==> config.mk <==
export PLATFORM = sky130hd
export DESIGN_NAME = jtcontra_romarb
export DESIGN_NICKNAME = d
export VERILOG_FILES = /design/src/rtl/jtcontra_pkg.sv /design/src/rtl/jtcontra_romarb_entry.sv /design/src/rtl/jtcontra_romarb.sv
export SDC_FILE = /design/constraint.sdc
export NUM_CORES = 1
export LEC_CHECK = 0
export BUFFER_PORTS_ARGS = -buffer_cell sky130_fd_sc_hd__buf_2
export CORE_AREA = 2 2 99 101
export DETAILED_ROUTE_END_ITERATION = 12
export DIE_AREA = 0 0 101 103
export PLACE_DENSITY = 0.78
export RECOVER_POWER = 50
export SLEW_MARGIN = 30
export SYNTH_ARGS = -nofsm -noshare
export SYNTH_HDL_FRONTEND = slang
export SYNTH_SLANG_ARGS = --single-unit
==> constraint.sdc <==
create_clock -name clk -period 2.4 [get_ports clk]
set_input_delay 0.48 -clock clk [delete_from_list [all_inputs] [get_ports clk]]
set_output_delay 0.48 -clock clk [all_outputs]
set_load 0.005 [all_outputs]
==> src/rtl/jtcontra_pkg.sv <==
// Shared definitions for the Contra graphics ROM arbiter: FSM encoding,
// settle delay and requester indices.
package jtcontra_pkg;

    typedef enum logic {
        ST_IDLE = 1'b0,
        ST_WAIT = 1'b1
    } arb_state_e;

    localparam logic [1:0] SETTLE   = 2'd2;
    localparam logic       REQ_GFX1 = 1'b0;
    localparam logic       REQ_GFX2 = 1'b1;

    // Grant selection: a lone pending requester wins; on a tie the one not served last wins.
    function automatic logic pick_req(input logic p1, input logic p2, input logic last);
        if (p1 && p2) begin
            return ~last;
        end else if (p2) begin
            return REQ_GFX2;
        end else begin
            return REQ_GFX1;
        end
    endfunction

endpackage

==> src/rtl/jtcontra_romarb_entry.sv <==
// Single-word cache entry for one graphics requester plus its hit compare.
module jtcontra_romarb_entry
    import jtcontra_pkg::*;
#(
    parameter int unsigned AW = 18,
    parameter int unsigned DW = 16
) (
    input  logic          clk,
    input  logic          rst,
    input  logic          cs,
    input  logic [AW-1:0] addr,
    input  logic          flush,
    input  logic          load,
    input  logic          discard,
    input  logic [AW-1:0] load_addr,
    input  logic [DW-1:0] load_data,
    output logic          hit_c,
    output logic [DW-1:0] data
);

    logic [AW-1:0] addr_q, addr_d;
    logic [DW-1:0] data_q, data_d;
    logic          valid_q, valid_d;

    // A flush always wins over a capture in the same cycle.
    always_comb begin
        addr_d  = addr_q;
        data_d  = data_q;
        valid_d = valid_q;
        if (load) begin
            addr_d = load_addr;
            data_d = load_data;
            if (!discard) begin
                valid_d = 1'b1;
            end
        end
        if (flush) begin
            valid_d = 1'b0;
        end
    end

    always_ff @(posedge clk) begin
        if (rst) begin
            addr_q  <= '0;
            data_q  <= '0;
            valid_q <= 1'b0;
        end else begin
            addr_q  <= addr_d;
            data_q  <= data_d;
            valid_q <= valid_d;
        end
    end

    assign hit_c = cs & valid_q & (addr_q == addr);
    assign data  = data_q;

endmodule

==> src/rtl/jtcontra_romarb.sv <==
// Two-requester graphics ROM arbiter sharing one SDRAM slot, with a one-word
// cache per requester, stale-ok settle delay and a fetch watchdog.
module jtcontra_romarb
    import jtcontra_pkg::*;
#(
    parameter int unsigned AW   = 18,
    parameter int unsigned DW   = 16,
    parameter int unsigned TOUT = 255
) (
    input  logic          clk,
    input  logic          rst,
    input  logic          gfx1_cs,
    input  logic [AW-1:0] gfx1_addr,
    output logic          gfx1_ok,
    output logic [DW-1:0] gfx1_data,
    input  logic          gfx2_cs,
    input  logic [AW-1:0] gfx2_addr,
    output logic          gfx2_ok,
    output logic [DW-1:0] gfx2_data,
    input  logic          flush,
    output logic          rom_cs,
    output logic [AW:0]   rom_addr,
    input  logic [DW-1:0] rom_data,
    input  logic          rom_ok,
    output logic          timeout
);

    localparam int unsigned WW = $clog2(TOUT + 1);

    arb_state_e    state_q, state_d;
    logic          sel_q, sel_d;
    logic          last_q, last_d;
    logic          rom_cs_q, rom_cs_d;
    logic [AW:0]   rom_addr_q, rom_addr_d;
    logic [1:0]    settle_q, settle_d;
    logic [WW-1:0] wdog_q, wdog_d;
    logic          timeout_q, timeout_d;
    logic          discard_q, discard_d;
    logic          capture;
    logic          gsel;
    logic          ok1_c, ok2_c;
    logic          pend1, pend2;

    assign pend1 = gfx1_cs & ~ok1_c;
    assign pend2 = gfx2_cs & ~ok2_c;
    assign gsel  = pick_req(pend1, pend2, last_q);

    // Next-state and registered-output logic.
    always_comb begin
        state_d    = state_q;
        sel_d      = sel_q;
        last_d     = last_q;
        rom_cs_d   = rom_cs_q;
        rom_addr_d = rom_addr_q;
        settle_d   = settle_q;
        wdog_d     = wdog_q;
        timeout_d  = 1'b0;
        discard_d  = discard_q;
        capture    = 1'b0;
        case (state_q)
            ST_IDLE: begin
                discard_d = 1'b0;
                if (pend1 || pend2) begin
                    sel_d      = gsel;
                    rom_addr_d = {gsel, (gsel == REQ_GFX2) ? gfx2_addr : gfx1_addr};
                    rom_cs_d   = 1'b1;
                    settle_d   = '0;
                    wdog_d     = '0;
                    state_d    = ST_WAIT;
                end
            end
            ST_WAIT: begin
                if (flush) begin
                    discard_d = 1'b1;
                end
                if (settle_q != SETTLE) begin
                    settle_d = settle_q + 2'd1;
                end
                wdog_d = wdog_q + WW'(1);
                if (settle_q == SETTLE && rom_ok) begin
                    capture  = 1'b1;
                    rom_cs_d = 1'b0;
                    last_d   = sel_q;
                    state_d  = ST_IDLE;
                end else if (wdog_q == WW'(TOUT - 1)) begin
                    rom_cs_d  = 1'b0;
                    timeout_d = 1'b1;
                    last_d    = sel_q;
                    state_d   = ST_IDLE;
                end
            end
            default: begin
                state_d = ST_IDLE;
            end
        endcase
    end

    always_ff @(posedge clk) begin
        if (rst) begin
            state_q    <= ST_IDLE;
            sel_q      <= REQ_GFX1;
            last_q     <= REQ_GFX2;
            rom_cs_q   <= 1'b0;
            rom_addr_q <= '0;
            settle_q   <= '0;
            wdog_q     <= '0;
            timeout_q  <= 1'b0;
            discard_q  <= 1'b0;
        end else begin
            state_q    <= state_d;
            sel_q      <= sel_d;
            last_q     <= last_d;
            rom_cs_q   <= rom_cs_d;
            rom_addr_q <= rom_addr_d;
            settle_q   <= settle_d;
            wdog_q     <= wdog_d;
            timeout_q  <= timeout_d;
            discard_q  <= discard_d;
        end
    end

    jtcontra_romarb_entry #(.AW(AW), .DW(DW)) u_gfx1 (
        .clk       (clk),
        .rst       (rst),
        .cs        (gfx1_cs),
        .addr      (gfx1_addr),
        .flush     (flush),
        .load      (capture && sel_q == REQ_GFX1),
        .discard   (discard_q),
        .load_addr (rom_addr_q[AW-1:0]),
        .load_data (rom_data),
        .hit_c     (ok1_c),
        .data      (gfx1_data)
    );

    jtcontra_romarb_entry #(.AW(AW), .DW(DW)) u_gfx2 (
        .clk       (clk),
        .rst       (rst),
        .cs        (gfx2_cs),
        .addr      (gfx2_addr),
        .flush     (flush),
        .load      (capture && sel_q == REQ_GFX2),
        .discard   (discard_q),
        .load_addr (rom_addr_q[AW-1:0]),
        .load_data (rom_data),
        .hit_c     (ok2_c),
        .data      (gfx2_data)
    );

    assign gfx1_ok  = ok1_c;
    assign gfx2_ok  = ok2_c;
    assign rom_cs   = rom_cs_q;
    assign rom_addr = rom_addr_q;
    assign timeout  = timeout_q;

endmodule
=== Word-level counts from Yosys, hierarchy flattened ===
Cells that the tools add are included.

* Register bits after elaboration: 105
* Input bits: 58
* Output and inout port bits: 55

* Add/sub/neg operators: 2
* Eq/ne operators: 9
* Muxes and demuxes: 23
* Bitwise gates (word level): 12
* Reductions and logical operators: 14

{| class="wikitable"
|+ Operators with widths
! kind !! number
|-
| 18-bit equality test || 2
|-
| 18-bit 2-to-1 mux || 1
|-
| 8-bit case mux with 2 select lines || 1
|-
| 1-bit 2-to-1 mux || 14
|-
| 2-bit AND reduction || 6
|-
| 8-bit by 1-bit adder with 8-bit output, second input constant || 1
|-
| 8-bit equality test, second input constant || 1
|-
| 8-bit 2-to-1 mux || 1
|-
| 1-bit bitwise AND || 6
|-
| 2-bit inequality test, second input constant || 3
|-
| 1-bit NOT || 6
|-
| 1-bit case mux with 2 select lines || 3
|-
| 1-bit logical AND || 4
|-
| 2-bit 2-to-1 mux || 2
|-
| 2-bit case mux with 2 select lines || 1
|-
| 3-bit by 1-bit inequality test with 1-bit output, second input constant || 1
|-
| 3-bit OR reduction || 1
|-
| 2-bit by 1-bit adder with 2-bit output, second input constant || 1
|-
| 2-bit equality test, second input constant || 1
|-
| 2-bit by 1-bit inequality test with 1-bit output, second input constant || 1
|-
| 2-bit nonzero test || 1
|-
| 2-bit OR reduction || 1
|-
| 1-bit logical OR || 1
|}

=== Logic depth before layout (Yosys ltp) ===
Gate-level depths: netlist of the first run.

* Depth after elaboration: 7
* Gate-level depth with buffers: 9
* Mapped depth without buffers: 7

=== Hierarchy ===
From an unflattened synthesis of the first run, not the netlist that was laid out.

* Cells, all modules: 466
* Area, all modules: 4475.5 sq um

{| class="wikitable"
|+ Modules (own cells, without submodules)
! module !! times used !! cells an instance !! area an instance (sq um)
|-
| jtcontra_romarb_entry || 2 || 139 || 1430.1
|-
| jtcontra_romarb || 1 || 188 || 1615.3
|}

=== Least setup slack after synthesis of the first run ===
OpenSTA, ideal clock, no wires.

* Path kind: input port to flip-flop
* Start: in gfx1_addr[12]
* End: reg rom_addr_q[10] (netlist: rom_addr[10])
* Library setup time: 0.086 ns
* Arrival time: 2.343 ns
* Data required time: 2.314 ns
* Path slack: -0.029 ns
* Stages on the path: 9
* Path buffers: 2
* Cell sequence: xor2_1 > or4_1 > nor4_2 > nand2_1 > a31o_1 > buf_6 > buf_12 > mux2i_1 > a211oi_1

* Longest elaborated chain between the ends: 7
* Elaborated cells on any way between the ends: 9

{| class="wikitable"
|+ Ends and longest elaborated chain
! what !! RTL line !! RTL
|-
| start: declaration || jtcontra_romarb.sv:13 || <nowiki>input logic [AW-1:0] gfx1_addr,</nowiki>
|-
| 18-bit equality test * || jtcontra_romarb_entry.sv:54 || <nowiki>assign hit_c = cs & valid_q & (addr_q == addr);</nowiki>
|-
| 1-bit bitwise AND * || jtcontra_romarb_entry.sv:54 ||
|-
| 1-bit NOT * || jtcontra_romarb.sv:44 || <nowiki>assign pend1 = gfx1_cs & ~ok1_c;</nowiki>
|-
| 1-bit bitwise AND * || jtcontra_romarb.sv:44 ||
|-
| 1-bit logical AND || jtcontra_pkg.sv:16 || <nowiki>if (p1 && p2) begin</nowiki>
|-
| 1-bit 2-to-1 mux || jtcontra_pkg.sv:16 ||
|-
| 18-bit 2-to-1 mux || jtcontra_romarb.sv:65 || <nowiki>rom_addr_d = {gsel, (gsel == REQ_GFX2) ? gfx2_addr : gfx1_addr};</nowiki>
|-
| end signal: assignment || jtcontra_romarb.sv:114 || <nowiki>rom_addr_q <= rom_addr_d;</nowiki>
|-
| end: declaration || jtcontra_romarb.sv:34 || <nowiki>logic [AW:0] rom_addr_q, rom_addr_d;</nowiki>
|}

Mark *: on every way between the ends. The rest lies on a longest branch, timed or not.
A chain may end at the register's enable or synchronous reset.

=== Final worst setup path of the first run ===
* Start: reg u_gfx1.addr_q[8]
* End: out gfx1_ok

* Longest elaborated chain between the ends: 2

{| class="wikitable"
|+ Ends and longest elaborated chain
! what !! RTL line !! RTL
|-
| start: declaration || jtcontra_romarb_entry.sv:21 || <nowiki>logic [AW-1:0] addr_q, addr_d;</nowiki>
|-
| start signal: assignment || jtcontra_romarb_entry.sv:48 || <nowiki>addr_q <= addr_d;</nowiki>
|-
| 18-bit equality test || jtcontra_romarb_entry.sv:54 ||
|-
| 1-bit bitwise AND || jtcontra_romarb_entry.sv:54 ||
|-
| end: declaration || jtcontra_romarb.sv:14 || <nowiki>output logic gfx1_ok,</nowiki>
|}

No other way between the ends.

==> metrics.cfg, run 1 <==
[power]
ir_drop_mv = 0.253
p_leak_nw = 2.10
p_total_mw = 3.22
power_density_nw_per_um2 = 613

[finish]
antenna_cells = 0
num-fill-cells = 872
areaGrowthSynthToFinish_pct = 21.4
design_area_um2 = 5260
nNetsFinal = 691
drive_gt1_share_pct = 18.6
fin_util_pct = 55.6

[logic_synthesis]
netlist_area_um2 = 4330
synth-edff-count = 0
synthSimpleGateAreaFrac_pct = 20.4
synthDistinctLibCells = 36
synthCells = 524
synth_xor_area_share_pct = 7.69
seq_area_frac_synth_pct = 48.1
ys_ff_latch = 104
synthArstFlopShare_pct = 0
yosys_most_used_dff = dfxtp_1
synth_compound_gate_area_share_pct = 14.6
yosysWarnings = 0
syn_area_per_cell_um2 = 8.26
synth_fa_ha_area_share_pct = 0.867
synth_nets = 585
synthMuxAreaShare_pct = 4.39
synth_top_family_by_area = simple AND/OR/NAND/NOR gates

[route]
wl_per_cell_um = 14.8
drtIter0Drc = 136
route.met3.wl_um = 754
drt-met1-wl_um = 4920
viasPerCell = 5.25
final_antenna_net_count = 0
drc_errors = 0
via_count = 3934
highest_layer = met4
totalWireLength_um = 11100
route.met2.wl_um = 5230
detail_route.first_pass.iterations = 4

[timing]
tightestPinTransition_ns = 1.06
setup_slack_ns = -0.0856
fin_crit_sh_pct = 104
finalHoldViolations = 0
slew_violations = 0
min_period_ns = 2.49
relSlewSlack_pct = 29.0
fin_skew_ns = 0.0234
finalSetupViolations = 1
rsz0062_at_grt = true
clock.fmax_ghz = 0.402

[placement]
place_congestion = 0.914
detailed_place_hpwl_um = 7670
port-buffer-count = 112
post_dp_cell_area_um2 = 5040

[critical_path]
cp.arrival_ns = 2.01
timing.rr.start = u_gfx1.addr_q[8]$_SDFFE_PP0P_
reg2reg_slack_ns = 0.04
cp-end-kind = output port
cp_slowest_cell = or4_4
start_kind = flop
cp_common_cell = buf_6
r2r.worst_path.cells = 9
crit_path_cell_trace = xor2_1, or4_4, nor4_4, nand2_2, buf_6, inv_2, buf_6
cp_max_fo = 2
path_class = reg -> out
timing.rr.end = rom_addr[16]$_SDFFE_PP0P_
crit_required_ns = 1.92
slowest_delay_ns = 0.52

[run]
cap_violations = 0

[global_route]
antenna_found_initial = 0
grt_pass1_vias = 3743
grt_use_total_pct = 21.4
gr-total-overflow = 0
grt_start_max_net_pins = 49
grt_pass1_wl_um = 17600

[min_path]
hold_path_depth = 2
holdPathEnd = u_gfx1.valid_q$_SDFFE_PP0P_
hold_class = in -> reg
hold_path_startpoint = flush

[outcome]
outcome = finished, violations left
violations = setup timing

[floorplanning]
die_width_um = 101
io_pins = 113
floorplan.initialDensity_pct = 45.8
fp.coreArea_um2 = 9460
fp.dieH_um = 103
dieArea_um2 = 10400
row_count = 36

[clock_tree]
htreeDepth = 3
clk_path_buf_depth = 2
path_clk_slew_ns = 0.13
cts_num_sinks = 104
clk_latency_ns = 0.38
root_buffer = clkbuf_8
cts_tree = built
cts_buffers = 9

## area by class of cell
type                            instances  area [µm²]  area share, %
Clock buffer                            9         124           2.36
Clock inverter                          7        85.1           1.62
Inverter                                5        18.8          0.357
Multi-Input combinational cell        382        2110           40.1
Sequential cell                       104        2080           39.6
Tap cell                              114         143           2.71
Timing Repair Buffer                  128         694           13.2
## per-layer routing
layer / vias up / track usage [%]
met5: - / 0
met4: 0 / 8.84
met3: 17 / 4.81
met2: 143 / 35.4
met1: 1808 / 27.2
li1: 1966 / -
## synth_stat cells (all sizes together), types with 5 or more instances
cell type  instances  share of area, %
nand2            150                13
dfxtp            104                48
a21oi             75               8.7
nor2              31               2.7
clkbuf            29               2.5
xor2              21               4.2
mux2i             19               4.4
a211oi            18               3.1
xnor2             17               3.4
inv                5              0.43
nand3              5              0.58
nand4              5              0.72
nor3               5              0.58
nor4               5              0.87
## flip-flops by register name, summed over array words and instances (netlist names)
signal	flops
settle_q	2
rom_addr	18
discard_q	1
wdog_q	8
u_gfx2.addr_q	18
u_gfx1.valid_q	1
timeout	1
u_gfx1.addr_q	18
u_gfx2.data	16
u_gfx2.valid_q	1
last_q	1
sel_q	1
u_gfx1.data	16
state_q	1
rom_cs	1
## through the flow
| stage | cells | hold WS [ns] | setup TNS (ns) | worst slack [ns] |
|---|---|---|---|---|
| floorplan | 524 | 0.448 | 0 | 0.103 |
| global placement | 732 | 0.441 | -1.20 | -0.0866 |
| detailed placement | 732 | 0.444 | -2.42 | -0.183 |
| CTS | 749 | 0.294 | -0.267 | -0.159 |
| global route | 749 | 0.302 | -0.943 | -0.192 |
| finish | 749 | 0.309 | -0.0856 | -0.0856 |
## power by group
part           internal, mW  switching (mW)  leakage [nW]
registers              1.77          0.0432         0.845
clock network         0.418           0.683         0.101
logic                 0.142           0.173          1.16
total                  2.33           0.899          2.10
## worst max path at each step
stage / to / slack, ns / startpoint / cells past startpoint
2_1_floorplan: rom_addr[10]$_SDFFE_PP0P_ / 0.10 / gfx1_addr[12] / 9
3_3_place_gp: rom_addr[11]$_SDFFE_PP0P_ / -0.09 / gfx1_addr[12] / 9
3_5_place_dp: rom_addr[15]$_SDFFE_PP0P_ / -0.18 / gfx1_addr[12] / 9
4_1_cts: gfx1_ok / -0.16 / u_gfx1.addr_q[8]$_SDFFE_PP0P_ / 7
5_1_grt: gfx1_ok / -0.19 / u_gfx1.addr_q[8]$_SDFFE_PP0P_ / 7
6_report: gfx1_ok / -0.09 / u_gfx1.addr_q[8]$_SDFFE_PP0P_ / 7
## cell usage in the layout, fill, tap and decap left out, types with 3 or more instances in the layout
cell type	count
clkbuf_1	36
buf_2	74
xor2_1	21
dfxtp_1	102
nor3_1	5
nor2_1	29
nand3_1	5
clkbuf_8	9
a211oi_1	18
ha_1	3
nand2b_1	4
clkbuf_2	3
nor4_1	4
buf_4	6
and3_1	3
mux2i_1	19
buf_6	4
nand2_1	149
a311oi_1	3
a21oi_1	74
nand4_1	5
o21ai_0	4
clkinv_8	3
xnor2_1	17
buf_12	4
inv_1	4
## critical path, delay by kind of cell (launching register included)
family	cells	cell delay, ns
flops	1	0.35
xor+xnor	1	0.16
buf+inv	3	0.26
simple gates	3	0.86
## kinds of logic (layout without fill, tap and decap cells)
group	Yosys count	after routing
simple gates	213	213
compound gates	109	109
flops	104	104
xor+xnor	38	38
buf+inv	38	149
mux	19	19
fa+ha+maj	3	3
## repair_timing
action / in CTS / in global routing
resized for setup: 6 / 8
endpoints found under the setup margin: 1 / 20
hold buffers: 0 / 0
buffers inserted: 1 / 0
pin swaps: 5 / 9
Note: power is estimated with default switching activity, not from simulation.
==> run 2: changes to the inputs <==
--- a/config.mk
+++ b/config.mk
@@ -5,11 +5,12 @@
 export SDC_FILE = /design/constraint.sdc
 export NUM_CORES = 1
 export LEC_CHECK = 0
+export ABC_AREA = 1
 export BUFFER_PORTS_ARGS = -buffer_cell sky130_fd_sc_hd__buf_2
-export CORE_AREA = 2 2 99 101
+export CORE_AREA = 2 2 104 106
 export DETAILED_ROUTE_END_ITERATION = 12
-export DIE_AREA = 0 0 101 103
-export PLACE_DENSITY = 0.78
+export DIE_AREA = 0 0 106 108
+export PLACE_DENSITY = 0.79
 export RECOVER_POWER = 50
 export SLEW_MARGIN = 30
 export SYNTH_ARGS = -nofsm -noshare
==> run 2 against run 1 <==
  * The flow now finishes without violations
  * Setup slack improved by 0.31 ns
  * Critical path type unchanged
  * Sequential power hardly changed
  * Synthesized cell count up 45%
  * Hold slack better by 0.034 ns
  * Register-to-register slack improved by 0.41 ns
  * Via count grew 28%
  * Flip-flop and latch count unchanged
  * Sequential share of layout area fell by 3.8 points
  * Largest cell class unchanged
  * First-iteration DRC count up 140%
==> metrics.cfg, run 2 <==
[power]
power_density_nw_per_um2 = 579
p_leak_nw = 2.80
p_total_mw = 3.36
ir_drop_mv = 0.297

[finish]
areaGrowthSynthToFinish_pct = 16.7
antenna_cells = 0
drive_gt1_share_pct = 14.5
fin_util_pct = 56.7
final_cell_mix = 160 x nand2_1, 118 x inv_1, 108 x nor2_1
fin_cells = 1005
design_area_um2 = 5800
final_common_cell = nand2_1
nNetsFinal = 925

[logic_synthesis]
ys_ff_latch = 104
synth_nets = 822
synthDistinctLibCells = 29
seq_area_frac_synth_pct = 41.9
syn_area_per_cell_um2 = 6.54
synth-edff-count = 0
synthCells = 761
synthArstFlopShare_pct = 0
synth_most_common_cell = nand2_1
synth_top_area_cell = dfxtp_1
yosys_most_used_dff = dfxtp_1
synth.area.top_cells = dfxtp_1 42%, nand2_1 12%, inv_1 9.0%
netlist_area_um2 = 4970
yosysWarnings = 0
synth_common_cells = 160 x nand2_1, 119 x inv_1, 108 x nor2_1
yosysTopAreaCellShare_pct = 41.9

[route]
totalWireLength_um = 13700
drtIter0Drc = 333
viasPerCell = 5.02
wl_per_cell_um = 13.6
via_count = 5041
final_antenna_net_count = 0
detail_route.first_pass.iterations = 4
drc_errors = 0

[timing]
rsz0062_at_grt = false
finalHoldViolations = 0
fin_skew_ns = 0.0103
min_period_ns = 2.18
finalSetupViolations = 0
hold_slack_ns = 0.343
tns_ns = 0
fin_crit_sh_pct = 90.7
relSlewSlack_pct = 63.2
setup_slack_ns = 0.222
clock.fmax_ghz = 0.459
tightestPinTransition_ns = 0.552
slew_violations = 0

[clock_tree]
cts_tree = built
clk_latency_ns = 0.38
clk_path_buf_depth = 2
root_buffer = clkbuf_8
post_cts_resized = 0
htreeDepth = 3
hold_buffers = 0
cts_buffers = 9
path_clk_slew_ns = 0.12
postCtsSetupBuffers = 0
cts_num_sinks = 104

[floorplanning]
io_pins = 113
row_count = 37
fp.coreArea_um2 = 10200
dieArea_um2 = 11400
fp.dieH_um = 108
floorplan.initialDensity_pct = 48.6
die_width_um = 106

[critical_path]
cp_max_fo = 2
r2r.worst_path.cells = 6
timing.critical_path.to = gfx1_ok
timing.rr.start = state_q$_SDFF_PP0_
path_class = reg -> out
timing.rr.end = u_gfx2.addr_q[13]$_SDFFE_PP0P_
cp-end-kind = output port
cp.arrival_ns = 1.70
start_kind = flop
crit_required_ns = 1.92
reg2reg_slack_ns = 0.45
crit_start = u_gfx1.addr_q[10]$_SDFFE_PP0P_

[outcome]
outcome = complete, no violations

[global_route]
gr-total-overflow = 0
grt_start_max_net_pins = 52
grt_pass1_vias = 4639
grt_pass1_wl_um = 22100
grt_use_total_pct = 24.2
antenna_found_initial = 0

[placement]
dpl.cell_count = 989
detailed_place_hpwl_um = 10200
dp_slack_ns = 0.337
port-buffer-count = 112
post_dp_cell_area_um2 = 5640
place_congestion = 0.932

[min_path]
hold_class = in -> reg

[run]
cap_violations = 0

-- run 2: report_power, final --
group	switching, mW	total (mW)	internal, mW
logic	0.259	0.415	0.157
registers	0.0563	1.83	1.78
clock network	0.703	1.11	0.411
-- run 2: routing by layer --
| layer | vias up | share of wire (%) | wire length (µm) | GRT usage, % |
|---|---|---|---|---|
| met4 | 0 | 2.9 | 395 | 10.2 |
| met5 | - | 0 | 0 | 0 |
| met1 | 2229 | 44 | 6070 | 31.0 |
| li1 | 2594 | - | - | - |
| met3 | 33 | 6.8 | 927 | 4.46 |
| met2 | 185 | 46 | 6280 | 40.2 |
-- run 2: worst min path at each step --
| stage | cells after the start | startpoint | endpoint | slack (ns) |
|---|---|---|---|---|
| after floorplan | 1 | settle_q[0]$_SDFFE_PP0P_ | settle_q[0]$_SDFFE_PP0P_ | 0.43 |
| after global placement | 1 | settle_q[0]$_SDFFE_PP0P_ | settle_q[0]$_SDFFE_PP0P_ | 0.44 |
| after detailed placement | 1 | settle_q[0]$_SDFFE_PP0P_ | settle_q[0]$_SDFFE_PP0P_ | 0.44 |
| after CTS | 3 | rom_data[3] | u_gfx2.data[3]$_SDFFE_PP0P_ | 0.35 |
| after global routing | 3 | rom_data[15] | u_gfx2.data[15]$_SDFFE_PP0P_ | 0.36 |
| final | 3 | rom_data[3] | u_gfx2.data[3]$_SDFFE_PP0P_ | 0.34 |
-- run 2: cell families (layout without fill, tap and decap cells) --
family                   after synthesis  count (layout)  share of synthesized area [%]
AO/OA/AOI/OAI                        144             144                           14.6
XOR/XNOR                               4               4                          0.705
adder cells (fa/ha/maj)                3               3                          0.755
buffers and inverters                156             264                           12.7
flip-flops                           104             104                           41.9
AND/OR/NAND/NOR                      350             350                           29.4
-- run 2: layout make-up --
cell class,instances,area (µm²)
multi-input cells,501,2260
flip-flops and latches,104,2080
fillers,1025,4430
clock inverters,7,73.8
clock buffers,9,124
repair buffers,123,621
well taps,136,170
inverters,125,472
-- run 2: worst max-delay path, cell delays in order, from the launching register on --
cell and delay (ns):
dfxtp_1 0.33, xnor2_1 0.25, nand3_1 0.11, nor4_1 0.18, nand2_1 0.08, nor4_1 0.21, buf_2 0.17
==> run 3: changes to the inputs <==
--- a/config.mk
+++ b/config.mk
@@ -11,7 +11,6 @@
 export DETAILED_ROUTE_END_ITERATION = 12
 export DIE_AREA = 0 0 106 108
 export PLACE_DENSITY = 0.79
-export RECOVER_POWER = 50
 export SLEW_MARGIN = 30
 export SYNTH_ARGS = -nofsm -noshare
 export SYNTH_HDL_FRONTEND = slang
==> run 3 against run 2 <==
  * Combinational power grew 1%
  * Count of clock-buffer cells in the layout is the same
  * Hold slack gained 0.0071 ns
  * Flip-flop and latch count is the same
  * Register-to-register slack gained 0.08 ns
  * Global-route usage is the same
  * Largest cell class unchanged
  * Largest power group unchanged
==> metrics.cfg, run 3 (synthesis gave the netlist of run 2 again) <==
[finish]
design_area_um2 = 5840
final_common_cell = nand2_1
nNetsFinal = 925
num-fill-cells = 1015
antenna_cells = 0
areaGrowthSynthToFinish_pct = 17.4
final_cell_mix = 160 x nand2_1, 118 x inv_1, 112 x buf_2
drive_gt1_share_pct = 17.3
fin_util_pct = 57.1

[power]
p_leak_nw = 2.90
power_density_nw_per_um2 = 574
ir_drop_mv = 0.296

[floorplanning]
row_count = 37
die_width_um = 106
io_pins = 113
dieArea_um2 = 11400
floorplan.initialDensity_pct = 48.6
fp.coreArea_um2 = 10200
fp.dieH_um = 108

[outcome]
outcome = complete, no violations

[clock_tree]
post_cts_resized = 0
path_clk_slew_ns = 0.11
root_buffer = clkbuf_8
cts_num_sinks = 104
clk_path_buf_depth = 2
htreeDepth = 3
postCtsSetupBuffers = 0
cts_buffers = 9
clk_latency_ns = 0.38
cts_tree = built
hold_buffers = 0

[global_route]
grt_pass1_wl_um = 22100
gr-total-overflow = 0
grt_pass1_vias = 4639
antenna_found_initial = 0
grt_start_max_net_pins = 52
grt_use_total_pct = 24.2

[timing]
fin_crit_sh_pct = 90.8
finalHoldViolations = 0
relSlewSlack_pct = 72.3
min_period_ns = 2.18
tns_ns = 0
hold_slack_ns = 0.350
slew_violations = 0
tightestPinTransition_ns = 0.413
fin_skew_ns = 0.00930
clock.fmax_ghz = 0.459
finalSetupViolations = 0
rsz0062_at_grt = false

[critical_path]
crit_required_ns = 1.92
cp_max_fo = 2
crit_path_cell_trace = xnor2_1, nand3_1, nor4_1, nand2_1, nor4_1, buf_2
path_class = reg -> out
cp_common_cell = nor4_1
cp.arrival_ns = 1.70
crit_buf_inv = 1
slowest_delay_ns = 0.33
start_kind = flop
critical-path-top-delay-family = simple AND/OR/NAND/NOR gates
cp-end-kind = output port
cp_slowest_cell = dfxtp_1

[placement]
place_congestion = 0.932
post_dp_cell_area_um2 = 5640
port-buffer-count = 112
detailed_place_hpwl_um = 10200

[route]
drtIter0Drc = 312
via_count = 5047
final_antenna_net_count = 0
viasPerCell = 5.02
wl_per_cell_um = 13.6
totalWireLength_um = 13600
drc_errors = 0
detail_route.first_pass.iterations = 7

[min_path]
hold_class = in -> reg

[run]
cap_violations = 0

## run 3: through the flow
stage / worst slack [ns] / cells / power, mW
floorplan: 0.768 / 761 / 2.10
global placement: 0.355 / 989 / 2.28
detailed placement: 0.337 / 989 / 2.28
CTS: 0.219 / 1005 / 3.37
global route: 0.0562 / 1005 / 3.51
finish: 0.220 / 1005 / 3.35
## run 3: report_power, final
group / total (mW) / switching [mW] / internal [mW]
clock: 1.10 / 0.692 / 0.411
sequential: 1.83 / 0.0551 / 1.77
combinational: 0.419 / 0.258 / 0.161
## run 3: layout make-up
cell class	instances	area [µm²]	area share [%]
clock inverters	7	73.8	1.26
repair buffers	123	656	11.2
well taps	136	170	2.91
clock buffers	9	124	2.12
flip-flops and latches	104	2080	35.7
inverters	125	472	8.08
multi-input cells	501	2260	38.7
## run 3: routing by layer
layer  vias to the layer above  routed length (µm)  track usage [%]
li1                       2592                   -                -
met1                      2232                5920             31.0
met2                       186                6330             40.2
met3                        37                 986             4.46
met4                         0                 403             10.2
met5                         -                   0                0
## run 3: worst register-to-register path, cell delays in order, from the launching register on
cell,delay [ns]
dfxtp_1,0.36
inv_2,0.04
nand2_1,0.09
nand2_1,0.06
nor2_1,0.10
nand2_1,0.06
nor2_1,0.12
nand3_1,0.14
nand2_1,0.10
nand2_2,0.08
nand2_4,0.26
inv_4,0.17
nand3_1,0.13
nand2_1,0.06
inv_1,0.05
## run 3: worst paths after layout
path,endpoint,cells after the start,slack (ns),from
hold / removal,u_gfx2.data[3]$_SDFFE_PP0P_,3,0.35,rom_data[3]
setup / recovery,gfx1_ok,6,0.22,u_gfx1.addr_q[10]$_SDFFE_PP0P_
setup reg to reg,rom_addr[10]$_SDFFE_PP0P_,14,0.53,u_gfx1.addr_q[11]$_SDFFE_PP0P_
hold reg to reg,settle_q[0]$_SDFFE_PP0P_,1,0.46,settle_q[0]$_SDFFE_PP0P_
